<file path="config.mk">
export PLATFORM = sky130hd
export DESIGN_NAME = bram_multi_read
export DESIGN_NICKNAME = d
export VERILOG_FILES = /design/src/rtl/bram_multi_read.sv
export SDC_FILE = /design/constraint.sdc
export NUM_CORES = 1
export LEC_CHECK = 0
export CORE_MARGIN = 3
export CORE_UTILIZATION = 60
export DETAILED_ROUTE_END_ITERATION = 7
export PLACE_DENSITY = 0.81
export SLEW_MARGIN = 30
export SYNTH_ARGS = -nofsm -noshare
export SYNTH_HDL_FRONTEND = slang
export SYNTH_SLANG_ARGS = --single-unit
export TNS_END_PERCENT = 1
</file>
<file path="constraint.sdc">
create_clock -name i_clk -period 3.35 [get_ports i_clk]
set_clock_uncertainty 0.1 [all_clocks]
set_input_delay 1.005 -clock i_clk [delete_from_list [all_inputs] [get_ports i_clk]]
set_output_delay 1.005 -clock i_clk [all_outputs]
set_load 0.03 [all_outputs]
</file>
<file path="src/rtl/bram_multi_read.sv">
// Block RAM with one write port and RAM_PORTS registered read ports.
// Ports: i_clk, i_rst, i_r_addrs (packed), i_w_addrs, i_wr_en, i_data, o_data (packed).
module bram_multi_read #(
  parameter int ADDR_WIDTH = 6,
  parameter int RAM_WIDTH  = 8,
  parameter int RAM_PORTS  = 3
) (
  input  logic                            i_clk,
  input  logic                            i_rst,
  input  logic [ADDR_WIDTH*RAM_PORTS-1:0] i_r_addrs,
  input  logic [ADDR_WIDTH-1:0]           i_w_addrs,
  input  logic                            i_wr_en,
  input  logic [RAM_WIDTH-1:0]            i_data,
  output logic [RAM_WIDTH*RAM_PORTS-1:0]  o_data
);

  localparam int DEPTH = 2 ** ADDR_WIDTH;

  typedef logic [RAM_WIDTH-1:0]  word_t;
  typedef logic [ADDR_WIDTH-1:0] addr_t;

  word_t mem_q [DEPTH] = '{default: '0};

  word_t [RAM_PORTS-1:0] rd_q;
  word_t [RAM_PORTS-1:0] rd_d;

  logic  we_d;
  addr_t wa_d;
  word_t wd_d;

  always_comb begin
    we_d = i_wr_en & ~i_rst;
    wa_d = i_w_addrs;
    wd_d = i_data;
  end

  // Array read happens before the write lands, so a same-cycle
  // collision returns the old word.
  for (genvar k = 0; k < RAM_PORTS; k++) begin : g_rd
    addr_t ra;
    always_comb begin
      ra      = i_r_addrs[k*ADDR_WIDTH +: ADDR_WIDTH];
      rd_d[k] = mem_q[ra];
    end
  end

  always_ff @(posedge i_clk) begin
    if (we_d) begin
      mem_q[wa_d] <= wd_d;
    end
  end

  always_ff @(posedge i_clk) begin
    if (i_rst) begin
      rd_q <= '0;
    end else begin
      rd_q <= rd_d;
    end
  end

  assign o_data = rd_q;

endmodule

</file>
Yosys cells after proc, flatten, opt, wreduce, memory -nomap -nowiden
Memory sizes are Yosys's and may differ from the RTL's. A register that Yosys moved wholly into a read port is not among the register bits.
Cells that the tools add are included.
W data, S select, Z words.
{"block": "totals", "reg_bits": 0, "ram_bits": 512, "in_bits": 35, "output_inout_bits": 24, "word_cells": 5, "n_memories": 1}
{"memory": "mem_q", "words": 64, "width": 8, "read_ports": 3, "rd_clocked_by_memory_dff": 3, "write_ports": 1, "line_no": "22", "text": "word_t mem_q [DEPTH] = '{default: '0};"}
{"block": "op_classes", "n_mux": 2, "bitwise_logic": 2}
{"op": "$mux W1", "n": 2}
{"op": "$and A1 B1 Y1", "n": 1}
{"op": "$not A1 Y1", "n": 1}

Logic depth before layout (Yosys ltp)
Gate-level depths: netlist of run 1.
{"block": "logic_depth", "ltp_word": 4, "ltp_mapped": 10, "ltp_nobuf": 5}

Worst setup path before layout of run 1
OpenSTA, ideal clock, no wires.
{"block": "synth_path", "path_type": "input-to-reg", "startpoint": "input i_r_addrs[1]", "endpoint": "register rd_q, in the netlist o_data[0] (read register of mem_q)", "setup_time_ps": 127, "arrival_time_ps": 2867, "required_ps": 3123, "setup_slack_ps": 256, "stages": 6, "n_path_buf": 2, "path_cell_list": "buf_2 -> clkbuf_1 -> mux4_2 -> mux4_2 -> nor2b_1 -> or3_1"}
{"element": "start, declared", "line_no": "10", "text": "input logic [ADDR_WIDTH*RAM_PORTS-1:0] i_r_addrs,"}
{"element": "end, declared", "line_no": "24", "text": "word_t [RAM_PORTS-1:0] rd_q;"}

==> results by group, run 1 <==
Power and ir drop
  – Clock power frac: 40.4%
  – Power per cell area: 470 mW/mm2
  – Flop pwr share: 47.0%
  – Gate power share: 12.5%
  – Leakage power: 11.2 nW
  – Switching share of power: 24.1%
  – Worst vdd ir: 0.000472 V
  – Switch Pwr: 3.80 mW
  – Internal Power: 12.0 mW

GRT
  – Remaining Overflow, GRT: 0
  – First-pass GRT wire length: 136 mm
  – Initial antenna violation count: 2
  – Largest net degree at the start of global routing: 65
  – Vias in the first global route: 18883
  – GRT Total Usage: 38.2%

Placement
  – Hpwl dp: 65.9 mm
  – DP Cell Count: 2303
  – PortBufs: 58
  – Area after DPL: 0.0317 mm2
  – Routability cong.: 1.04

Timing
  – Fin crit period: 3.02 ns
  – Worst slew margin: 50.9%
  – Hold Violations, Final: 0
  – Final period util: 90.0%
  – Hold WS: 0.525 ns
  – Least-Margin Pin Slew: 0.737 ns
  – RSZ-0062 raised after global routing: no
  – Final Setup Violations: 0
  – Slew Limit Fails: 0
  – Fmax: 331 MHz

Yosys
  – Avg Inst Size Synth: 19.1 um2
  – Post-synthesis sequential area ratio: 55.2%
  – Syn Inst Count: 1504
  – Synth area leader: edfxtp_1
  – Main synth FF type: edfxtp_1
  – Post-synth EDFFs: 512
  – Top-area cell type share of the netlist area: 53.5%
  – Net Count, Synth: 1539
  – Largest cells by area after synthesis: edfxtp_1 54%, mux4_2 32%, mux2i_1 3.6%
  – Ys Warns: 0
  – Synthesized area: 0.0287 mm2
  – Cell variety after synth: 51
  – Post-synthesis register bit count: 536
  – Asr flop ratio synth: 0%

Worst setup path
  – Arr. time, crit path: 3.41 ns
  – Critical path type: in -> reg
  – Critical Path Fanout Max: 24
  – Critical Path RT: 3.74 ns
  – Crit path cell chain: buf_6 > buf_12 > or3b_1 > o22ai_1 > a211o_1 > a311oi_1 > or3_1
  – Crit start category: input port
  – Delay-heaviest family, CP: simple AND/OR/NAND/NOR gates
  – WP depth: 7
  – CP max stage delay: 0.51 ns
  – Reg2reg path depth: 5
  – CP Buf/Inv Count: 2
  – CP max-delay cell: or3b_1
  – CP endpoint kind: flip-flop

CTS
  – H-tree depth: 2
  – Clk buf depth: 3
  – Clock root buffer: clkbuf_16
  – Post-CTS setup buffers: 0
  – CTS buffer count: 55
  – CTS tree: built
  – Hold-fix buffers, CTS: 0
  – Post-CTS sizing: 0
  – # clock sinks: 536
  – Clk_lat worst skew: 0.63 ns
  – Clock transition at path regs: 0.06 ns

Layout
  – Post-route insts no fill: 2410
  – P&R area growth vs syn: 17.0%
  – Nets@finish: 1788
  – Ratio of cells with drive above 1 in the final layout: 43.9%
  – Final instance area: 0.0336 mm2

Detailed routing
  – Final WL: 94.1 mm
  – Met3 WL: 15.7 mm
  – DR DRC count: 0
  – DR WL met2: 42.9 mm
  – Routed metal-1 wirelength: 30.2 mm
  – DR pass1 iterations: 7
  – Post-DRT Antenna Nets: 0
  – Via count: 18940
  – Uppermost routed layer: met5
  – Routed WL per cell: 39.0 um
  – Initial DRC Count: 3686
  – Vias/cell: 7.86

Floorplan
  – Starting Density: 61.2%
  – Core area: 0.0470 mm2
  – Site Rows: 79
  – Die height: 225 um
  – I/O Pins: 59
  – Die area: 0.0505 mm2
  – Die W: 225 um

Run
  – Total of max-cap violations: 0

Hold path
  – HP Class: in -> reg
  – Hold Crit Depth: 1

Status
  – Status: complete, no violations
-- cell usage after synthesis (5+ instances only) --
cell type	count
o22ai_1	8
buf_6	8
a22oi_1	33
a21oi_1	7
nand3_1	19
dfxtp_1	24
a21o_1	5
nor2_1	86
nand2b_1	7
nor2b_1	17
or3_1	6
o211ai_1	9
nand2_1	42
o21ai_1	15
buf_4	35
buf_1	7
o221ai_1	6
mux2i_1	104
edfxtp_1	512
buf_2	36
clkbuf_1	40
a211oi_1	7
mux2_2	12
mux4_2	409
-- worst paths after layout --
| check | from | endpoint | slack [ns] |
|---|---|---|---|
| worst max-delay path | i_r_addrs[0] | o_data[7] | 0.33 |
| worst min-delay path | i_data[0] | mem_q[62][0] | 0.53 |
| worst max register to register | mem_q[33][7] | o_data[7] | 0.99 |
| worst min register to register | mem_q[27][2] | o_data[10] | 0.87 |
-- state kept, by name (all words and copies together), names as in the netlist --
| register | flops |
|---|---|
| mem_q | 512 |
| o_data | 24 |
-- power by group through the flow --
stage	Sequential (mW)	Clock [mW]	Combinational, mW
after floorplan	7.62	0	1.03
after global placement	7.57	0	1.90
after detailed placement	7.57	0	1.92
after CTS	7.43	6.39	1.93
after global routing	7.43	6.67	2.03
final	7.44	6.39	1.98
-- logic make-up after synthesis --
group                  count (synthesis)  synth area share (%)
buffers and inverters                132                  2.60
multiplexers                         525                  36.2
flip-flops                           536                  55.2
AO/OA/AOI/OAI                        121                  3.05
AND/OR/NAND/NOR                      190                  3.00
-- cell type report --
class                           count  area [um2]
Antenna cell                        3        7.51
Clock buffer                       79        1570
Clock inverter                     25         305
Fill cell                        2736       13400
Inverter                            5        18.8
Multi-Input combinational cell    836       12100
Sequential cell                   536       15900
Tap cell                          607         759
Timing Repair Buffer              319        2960
-- worst reg2reg max path, delay by kind of cell (launching register included) --
kind / cells / cell delay [ns]
muxes: 1 / 0.49
and+or+nand+nor: 1 / 0.42
AOI/OAI and AO/OA: 3 / 0.79
DFF: 1 / 0.44
-- stage by stage --
| step | utilization, % | setup TNS (ns) | setup slack (ns) | total power, mW |
|---|---|---|---|---|
| 3_3_place_gp | 67.6 | -0.494 | -0.215 | 9.47 |
| 2_1_floorplan | - | 0 | 0.256 | 8.65 |
| 3_5_place_dp | 67.6 | -0.765 | -0.216 | 9.49 |
| 4_1_cts | 71.5 | 0 | 0.390 | 15.8 |
| 5_1_grt | 71.5 | 0 | 0.300 | 16.1 |
| 6_report | 71.6 | 0 | 0.333 | 15.8 |
-- layout by cell type, fill, tap and decap left out, drive strengths merged, types with 17 or more instances in the layout --
cell,instances
edfxtp,512
a22oi,33
buf,277
clkbuf,80
nor2b,17
o21ai,18
mux4,409
mux2i,104
dfxtp,24
nand2,42
nor2,86
nand3,19
clkdlybuf4s50,41
-- routing by layer --
layer | vias to the layer above | GRT usage [%]
met5 | - | 0
met1 | 9626 | 52.4
met4 | 2 | 16.9
li1 | 7103 | -
met3 | 331 | 11.9
met2 | 1878 | 57.9
(Power assumes the default switching activity.)
==> inputs of run 2 (changes only) <==
--- a/config.mk
+++ b/config.mk
@@ -5,10 +5,11 @@
 export SDC_FILE = /design/constraint.sdc
 export NUM_CORES = 1
 export LEC_CHECK = 0
+export CORE_ASPECT_RATIO = 1.1
 export CORE_MARGIN = 3
-export CORE_UTILIZATION = 60
+export CORE_UTILIZATION = 35
 export DETAILED_ROUTE_END_ITERATION = 7
-export PLACE_DENSITY = 0.81
+export PLACE_DENSITY = 0.54
 export SLEW_MARGIN = 30
 export SYNTH_ARGS = -nofsm -noshare
 export SYNTH_HDL_FRONTEND = slang
==> results by group, run 2 (synthesized netlist as in run 1, its figures left out) <==
Status
  – Status: complete, no violations

Placement
  – Hpwl dp: 72.7 mm
  – Pre-CTS worst setup slack: -0.218 ns
  – Area after DPL: 0.0326 mm2
  – DP Cell Count: 2767
  – PortBufs: 58
  – Routability cong.: 0.911

Power and ir drop
  – Leakage power: 11.3 nW
  – Power per cell area: 461 mW/mm2
  – Worst vdd ir: 0.000402 V

Detailed routing
  – Final WL: 99.5 mm
  – Vias/cell: 6.24
  – DR pass1 iterations: 6
  – Post-DRT Antenna Nets: 0
  – Via count: 17948
  – Routed WL per cell: 34.6 um
  – Initial DRC Count: 2402
  – DR DRC count: 0

Timing
  – Fin crit period: 2.98 ns
  – Final Setup Violations: 0
  – Slew Limit Fails: 0
  – RSZ-0062 raised after global routing: no
  – Worst slew margin: 47.1%
  – Final period util: 89.1%
  – Final worst slack: 0.365 ns
  – Least-Margin Pin Slew: 0.793 ns
  – Hold Violations, Final: 0
  – Fmax: 335 MHz
  – Setup_tns: 0 ns

GRT
  – Met3 GRT Util: 5.68%
  – Met2 usage: 36.6%
  – Vias in the first global route: 18054
  – Initial antenna violation count: 3
  – Largest net degree at the start of global routing: 65
  – GRT Total Usage: 23.2%
  – Remaining Overflow, GRT: 0
  – GRT busiest layer: met2
  – First-pass GRT wire length: 140 mm
  – Met1 usage: 32.3%

Layout
  – Antenna cells: 0
  – Ratio of cells with drive above 1 in the final layout: 44.4%
  – P&R area growth vs syn: 19.8%
  – Commonest non-fill, non-tap cell in the layout: edfxtp_1
  – Nets@finish: 1809
  – Commonest non-fill, non-tap cells in the layout: 512 x edfxtp_1, 409 x mux4_2, 232 x buf_4
  – Max reg flops: 512
  – Largest register by flop count: mem_q
  – Final instance area: 0.0344 mm2
  – Post-route insts no fill: 2878

Floorplan
  – Core area: 0.0809 mm2
  – Die height: 306 um
  – Starting Density: 35.5%
  – I/O Pins: 59
  – Die area: 0.0856 mm2
  – Site Rows: 109
  – Die W: 279 um

CTS
  – H-tree depth: 2
  – Clock transition at path regs: 0.07 ns
  – # clock sinks: 536
  – Hold-fix buffers, CTS: 0
  – CTS tree: built
  – CTS buffer count: 59
  – Post-CTS sizing: 0
  – Post-CTS setup buffers: 0
  – Clk buf depth: 3
  – Clock root buffer: clkbuf_16
  – Clk_lat worst skew: 0.64 ns

Worst setup path
  – Critical Path RT: 3.77 ns
  – Arr. time, crit path: 3.40 ns
  – Critical path type: in -> reg
  – Critical Path Fanout Max: 8
  – Crit start category: input port
  – CP endpoint kind: flip-flop

Run
  – Total of max-cap violations: 0

Hold path
  – HP Class: in -> reg
==> run 2: cell count changes in the layout (fill, tap and decap cells not counted), moves of 2 or more <==
cell and delta:
buf_12 +12, clkbuf_8 -7, buf_4 +4, clkinv_2 +4, clkbuf_1 +3, clkbuf_16 +3, diode_2 -3, bufinv_16 -2
clkinv_1 +2, clkinv_4 +2
==> run 2: worst paths after layout <==
kind	slack, ns	start	cells past startpoint	endpoint
max reg2reg	1.08	mem_q[39][0]	5	o_data[0]
min	0.62	i_data[0]	1	mem_q[57][0]
min reg2reg	0.89	mem_q[14][3]	5	o_data[19]
max	0.37	i_r_addrs[4]	6	o_data[0]
==> run 2: through the flow <==
stage / hold slack [ns] / utilization, % / power [mW]
detailed placement: 0.869 / 40.3 / 9.62
finish: 0.623 / 42.6 / 15.9
global route: 0.605 / 42.6 / 16.3
global placement: 0.869 / 40.3 / 9.62
CTS: 0.580 / 42.6 / 16.0
floorplan: 0.697 / - / 8.65
==> run 2: final cells by class <==
type / instances / area, um2
timing repair buffer: 336 / 3240
multi-input combinational: 836 / 12100
clock inverter: 32 / 290
sequential: 536 / 15900
inverter: 5 / 18.8
tap: 1054 / 1320
clock buffer: 79 / 1570
fill: 7048 / 46500
==> run 2: per-layer routing <==
layer / up-vias / wire (um)
met3: 141 / 9660
met5: - / 13
met4: 2 / 3020
met1: 9662 / 40200
li1: 7141 / -
met2: 1002 / 46500
==> run 2: critical path, cell delays in order <==
cell	delay, ns
clkdlybuf4s50_1	0.67
or3b_1	0.55
o22ai_1	0.41
a211o_1	0.24
a311oi_1	0.11
or3_1	0.40
==> run 2: power by group <==
group,leakage [nW],internal [mW],switching [mW]
Clock,0.901,3.61,2.76
Sequential,4.80,7.39,0.0561
Combinational,5.64,0.928,1.12
